## config.mk

```make
export PLATFORM = sky130hd
export DESIGN_NAME = spi_reg_controller
export DESIGN_NICKNAME = d
export VERILOG_FILES = /design/src/rtl/spi_reg_controller.sv
export SDC_FILE = /design/constraint.sdc
export NUM_CORES = 1
export LEC_CHECK = 0
export BUFFER_PORTS_ARGS = -buffer_cell sky130_fd_sc_hd__buf_2
export CORE_ASPECT_RATIO = 0.8
export CORE_MARGIN = 1
export CORE_UTILIZATION = 30
export CTS_BUF_LIST = sky130_fd_sc_hd__clkbuf_2
export DETAILED_ROUTE_END_ITERATION = 10
export GPL_TIMING_DRIVEN = 1
export PLACE_DENSITY = 0.59
export SETUP_SLACK_MARGIN = 0.3
export SYNTH_ARGS = -nofsm -noshare
export SYNTH_HDL_FRONTEND = slang
export SYNTH_SLANG_ARGS = --single-unit
```

## constraint.sdc

```tcl
create_clock -name clk -period 3.3 [get_ports clk]
set_clock_uncertainty 0.05 [all_clocks]
set_input_delay 0.33 -clock clk [delete_from_list [all_inputs] [get_ports clk]]
set_output_delay 0.33 -clock clk [all_outputs]
set_load 0.02 [all_outputs]
```

## src/rtl/spi_reg_controller.sv

```systemverilog
// SPI mode-0 initiator issuing 16-bit register-write frames {write, addr[6:0], data[7:0]}, MSB first.
// Optional build macro SPI_CTRL_ADDR_CHECK_EN: writes to addresses above 7'h04 are rejected with an err pulse.
module spi_reg_controller #(
  parameter int unsigned CLK_DIV = 4
) (
  input  logic       clk,
  input  logic       rst_n,
  input  logic       req_valid,
  output logic       req_ready,
  input  logic       req_write,
  input  logic [6:0] req_addr,
  input  logic [7:0] req_data,
  output logic       sclk,
  output logic       copi,
  output logic       cs_n,
  output logic       busy,
  output logic       done,
  output logic       err
);

  typedef enum logic [2:0] {
    IDLE,
    SETUP,
    SHIFT,
    HOLD,
    GAP,
    REJECT
  } state_t;

  localparam logic [7:0] HALF_LAST = 8'(CLK_DIV - 1);

  state_t      state;
  logic [7:0]  half_cnt;
  logic [4:0]  bit_cnt;
  logic [15:0] shreg;
  logic        half_end;

  assign half_end = (half_cnt == HALF_LAST);

  always_ff @(posedge clk) begin
    if (!rst_n) begin
      state     <= IDLE;
      half_cnt  <= '0;
      bit_cnt   <= '0;
      shreg     <= '0;
      req_ready <= 1'b1;
      sclk      <= 1'b0;
      copi      <= 1'b0;
      cs_n      <= 1'b1;
      busy      <= 1'b0;
      done      <= 1'b0;
      err       <= 1'b0;
    end else begin
      done <= 1'b0;
      err  <= 1'b0;
      unique case (state)
        IDLE: begin
          if (req_valid && req_ready) begin
            req_ready <= 1'b0;
            busy      <= 1'b1;
            half_cnt  <= '0;
            bit_cnt   <= '0;
`ifdef SPI_CTRL_ADDR_CHECK_EN
            if (req_write && (req_addr > 7'h04)) begin
              state <= REJECT;
              err   <= 1'b1;
            end else
`endif
            begin
              state <= SETUP;
              cs_n  <= 1'b0;
              copi  <= req_write;
              shreg <= {req_write, req_addr, req_data};
            end
          end
        end

        SETUP: begin
          if (half_end) begin
            half_cnt <= '0;
            sclk     <= 1'b1;
            state    <= SHIFT;
          end else begin
            half_cnt <= half_cnt + 8'd1;
          end
        end

        // Each bit period: high half, then falling edge shifts the next bit out;
        // the low half of bit 15 ends the shift phase.
        SHIFT: begin
          if (half_end) begin
            half_cnt <= '0;
            if (sclk) begin
              sclk  <= 1'b0;
              copi  <= shreg[14];
              shreg <= {shreg[14:0], 1'b0};
            end else if (bit_cnt == 5'd15) begin
              state <= HOLD;
            end else begin
              sclk    <= 1'b1;
              bit_cnt <= bit_cnt + 5'd1;
            end
          end else begin
            half_cnt <= half_cnt + 8'd1;
          end
        end

        HOLD: begin
          if (half_end) begin
            half_cnt <= '0;
            bit_cnt  <= '0;
            cs_n     <= 1'b1;
            copi     <= 1'b0;
            done     <= 1'b1;
            state    <= GAP;
          end else begin
            half_cnt <= half_cnt + 8'd1;
          end
        end

        // Gap spans two half-periods; bit_cnt[0] marks the second so the
        // 8-bit half counter never has to reach 2*CLK_DIV.
        GAP: begin
          if (half_end) begin
            half_cnt <= '0;
            if (bit_cnt[0]) begin
              bit_cnt   <= '0;
              busy      <= 1'b0;
              req_ready <= 1'b1;
              state     <= IDLE;
            end else begin
              bit_cnt <= 5'd1;
            end
          end else begin
            half_cnt <= half_cnt + 8'd1;
          end
        end

        REJECT: begin
          busy      <= 1'b0;
          req_ready <= 1'b1;
          state     <= IDLE;
        end

        default: begin
          state     <= IDLE;
          req_ready <= 1'b1;
          busy      <= 1'b0;
          cs_n      <= 1'b1;
          sclk      <= 1'b0;
          copi      <= 1'b0;
        end
      endcase
    end
  end

endmodule

```

# Word level (Yosys, flattened, before mapping)
# Cells that the tools add are included.
# totals
regBits	37
inputBits	19
out_inout_bits	7
elab_cells	96
# classes
add_sub_neg	2
n_eq_ne	17
n_mux	44
n_bitwise	4
n_reduce_logical	19
# op_table
op	n
$mux 15	3
$mux 5	6
$pmux 15 s2	1
$mux 3	8
$ne 2x2->1 const B	10
$pmux 5 s4	1
$mux 1	16
$mux 8	2
$pmux 8 s2	1
$pmux 3 s5	1
$pmux 1 s3	4
$reduce_or 4->1	3
$add 8x1->8 const B	1
$eq 8x2->1 const B	1
$reduce_and 4->1	2
$reduce_and 8->1	1
$reduce_and 7->1	1
$eq 3x2->1 const B	2
$eq 3x3->1 const B	2
$reduce_and 3->1	2
$reduce_or 3->1	2
$add 5x1->5 const B	1
$eq 5x4->1 const B	1
$reduce_and 5->1	1
other kinds (8)	13

# Depth between registers and ports, before layout
# depth
ltp_word	5
ltp_mapped	7
mapped_depth_nobuf	7

# Worst setup path before layout
# No wires, ideal clock.
# synth_timing
path_type	reg2reg
from	register half_cnt[0]
to	register shreg[10]
setup_ns	0.133
arrival_ns	1.827
required_time_ns	3.117
setup_slack_ns	1.289
path_stages_with_launch	8
n_path_buf	2
synth_period_minus_slack_ns	2.011
path_cell_list	dfxtp_1 > ha_1 > or4b_4 > o31ai_4 > and2_0 > buf_4 > buf_6 > a311oi_1
# synth_via
elab_chain_len	3
# synth_rtl
item	line_no	rtl
start: declaration	33	logic [7:0] half_cnt;
start signal: assignment	84	half_cnt <= half_cnt + 8'd1;
start signal: assignment	104	half_cnt <= half_cnt + 8'd1;
start signal: assignment	117	half_cnt <= half_cnt + 8'd1;
$eq 8x2->1	38	assign half_end = (half_cnt == HALF_LAST);
$ne 2x2->1 (no source line)	n/a	
$reduce_and 4->1 (no source line)	n/a	
end signal: assignment	73	shreg <= {req_write, req_addr, req_data};
end signal: assignment	96	shreg <= {shreg[14:0], 1'b0};
end: declaration	35	logic [15:0] shreg;
# No other way between the ends.
# A chain may end at the register's enable or synchronous reset.

# Worst setup path after layout
# layout_timing
from	register state[2]
to	register shreg[13]
# layout_via
elab_chain_len	3
word_cells_on_any_way	8
cone_classes	eq/ne (4); mux (1); reduce/logical (3)
# layout_rtl
item	line_no	rtl
start: declaration	32	state_t state;
start signal: assignment	42	state <= IDLE;
start signal: assignment	70	state <= SETUP;
start signal: assignment	82	state <= SHIFT;
$eq 3x2->1 / $logic_not 3->1 (equally long branches)	56	unique case (state)
$ne 2x2->1 (no source line) / $reduce_bool 2->1 (equally long branches)	n/a	
$reduce_and 4->1 (no source line)	n/a	
# Parallel ways exist; a longest one is shown, timed or not.

==> metrics.txt <==
worst-path maximum fanout 16; Skew-Pair Late Insertion Delay approximately 0.4 ns; yosys warns 0; DRT Pass-1 Iters 4; multiplexer share of the synthesized area 2.11%; Mapped Nets 255; Area after DPL roughly 2100 sq um; Clock H-tree levels 2; LEAKAGE ~0.83 nW; TritonCTS clock tree built; Initial Util 32.0%; first-pass GRT wire length about 8000 um; Die X between 90 and 100 um; PortBufs 24; sequential share of the synthesized area a little under two fifths; vias per inst 5.27; Worst VDD drop ~0.00016 V; combinational family with the most area after synthesis compound AO/OA/AOI/OAI gates; largest net degree at the start of global routing 19; clock root buffer clkbuf_2; Yosys cell types 54; Top Ports 26; Synth Flop Type dfxtp_1; number of flops mapped to enable cells by yosys 0; Critical Path AT around 2.9 ns; GP Congestion 0.800; pre-CTS setup slack 0.741 ns; Setup WS post-layout 0.655 ns; All-Layer GR Usage approximately 15%; Remaining DRCs 0; setup TNS 0 ns; core box area about 6100 sq um; Hold Buf Count CTS 0; # rows 25; CP Capture Type register; Routed WL roughly 4700 um; Clock Path Buffers 2; Tcrit/Tclk final around four fifths; Worst setup SP type register; Fillers roughly 660; post-CTS setup buffer count 0; simple-gate share of the synthesized area roughly 22%; Compound-Gate Fraction of Synth Area around a quarter; RSZ-0062 raised after global routing false; Cells after Synth 233; final hold slack ~0.096 ns; grt ovf 0; PD cells 433 nW/um^2; final total power 0.000948 W; ratio of cells with drive above 1 in the final layout approximately 17%; status finished, final reports clean; minimum clock period 2.64 ns; asr flop ratio synth 0%; post-route ant nets 0; # nets final about 280; Slew @ Worst Pin about 0.97 ns; DP HPWL roughly 3300 um; final instance area 2190 sq um; Reg clk slew, reported paths about 0.21 ns; Adder-Cell Fraction of Synth Area under 10%; CP required 3.53 ns; die height about 74 um; Diodes inserted 0; DR vias ~1800; Mean Syn Cell Area ~8.4 sq um; endpoints failing hold 0; area grow syn2layout 12.2%; PostCTS Resize Cnt 0; f_max around 380 MHz; CTS buffer count 5; Final Setup Violations 0; Min-Delay Path Class in -> reg; Max-Cap Viols 0; Avg WL per Cell ~14 um; Starting DRT DRC Count around 190; xor/xnor share of the synthesized area 3.59%; Mapped Area about 2000 sq um; Slew headroom 35.0%; max-slew violations 0; clock sinks 37; Yosys reg bits 37; critical path class reg -> reg; initial antenna violation count 0; vias in the first global route between 1500 and 2000; total die area about 6800 sq um
cells in the mapped netlist (all sizes together), types with 2 or more instances:
| cell type | number | area (sq um) |
|---|---|---|
| buf | 6 | 47.5 |
| xnor2 | 6 | 52.6 |
| mux2i | 3 | 30.0 |
| nand4 | 2 | 12.5 |
| nor2 | 9 | 33.8 |
| nor4b | 2 | 23.8 |
| dfxtp | 37 | 741 |
| or3 | 2 | 12.5 |
| ha | 3 | 37.5 |
| and3 | 2 | 12.5 |
| nor2b | 2 | 12.5 |
| a21oi | 20 | 104 |
| xor2 | 2 | 17.5 |
| nand3 | 11 | 55.1 |
| o31ai | 3 | 36.3 |
| clkbuf | 10 | 37.5 |
| o21ai | 8 | 40.0 |
| nor4 | 2 | 12.5 |
| nor3 | 7 | 35.0 |
| a311oi | 16 | 140 |
| inv | 6 | 22.5 |
| nand2 | 41 | 154 |
| o21a | 2 | 15.0 |
| a211oi | 7 | 52.6 |
worst max-delay path: stages (launching register included):
cell and delay (ns):
dfxtp_1 0.52, or2_2 0.39, nor2_1 0.76, and2_0 0.49, buf_4 0.24, a311oi_1 0.08
registers in the layout, summed over array words and instances, names as in the netlist:
register,cells
bit_cnt,5
state,3
sclk,1
busy,1
done,1
half_cnt,8
cs_n,1
req_ready,1
shreg,15
copi,1
path summary, 6_finish.rpt:
kind	from	end	slack, ns	cells after the start
worst max-delay path	state[2]	shreg[13]	0.66	5
worst max register to register	state[2]	shreg[13]	0.66	5
worst min register to register	shreg[13]	shreg[14]	0.41	2
worst min-delay path	req_data[0]	shreg[0]	0.1	3
logic make-up (layout without fill, tap and decap cells):
| group | Yosys count | in the layout |
|---|---|---|
| other | 1 | 1 |
| buffers and inverters | 23 | 44 |
| muxes | 4 | 4 |
| xor gates and xnor gates | 8 | 8 |
| AOI/OAI and AO/OA | 68 | 68 |
| and+or+nand+nor | 88 | 88 |
| DFF | 37 | 37 |
| adders and majority gates | 4 | 4 |
area by class of cell:
type	count	area (sq um)	share of cell area, %
tap	81	101	4.62
sequential	37	741	33.8
timing repair buffer	29	158	7.19
inverter	7	26.3	1.20
multi-input combinational	173	1100	50.3
clock buffer	6	30.0	1.37
clock inverter	2	33.8	1.54
per-stage QoR:
step | instances | utilization (%)
CTS | 335 | 35.9
global placement | 327 | 34.9
finish | 335 | 35.9
global route | 335 | 35.9
detailed placement | 327 | 34.9
floorplan | 233 | -
where the power goes:
part / leakage [nW] / switching, W / internal, W
clock network: 0.0406 / 0.000152 / 0.000129
logic: 0.489 / 0.0000920 / 0.0000649
registers: 0.303 / 0.0000291 / 0.000481
total: 0.832 / 0.000273 / 0.000675
placed cells by master, fill, tap and decap left out, drive strengths merged, types with 3 or more instances in the layout:
master / Yosys / final
clkbuf: 10 / 6
dfxtp: 37 / 37
a21oi: 20 / 20
o21ai: 8 / 8
ha: 3 / 3
mux2i: 3 / 3
nand3: 11 / 11
nand2: 41 / 41
buf: 6 / 29
a211oi: 7 / 7
inv: 6 / 6
o31ai: 3 / 3
nor2: 9 / 9
xnor2: 6 / 6
a311oi: 16 / 16
nor3: 7 / 7
routing by layer:
metal  GRT usage (%)  share of wire (%)  vias to the layer above
met4            4.69               0.95                        0
met5               0                  0                        -
li1                -                  -                      895
met3            3.37                5.0                        4
met1            22.6                 54                      816
met2            21.0                 40                       51
Power figures use the tool's default switching activity.
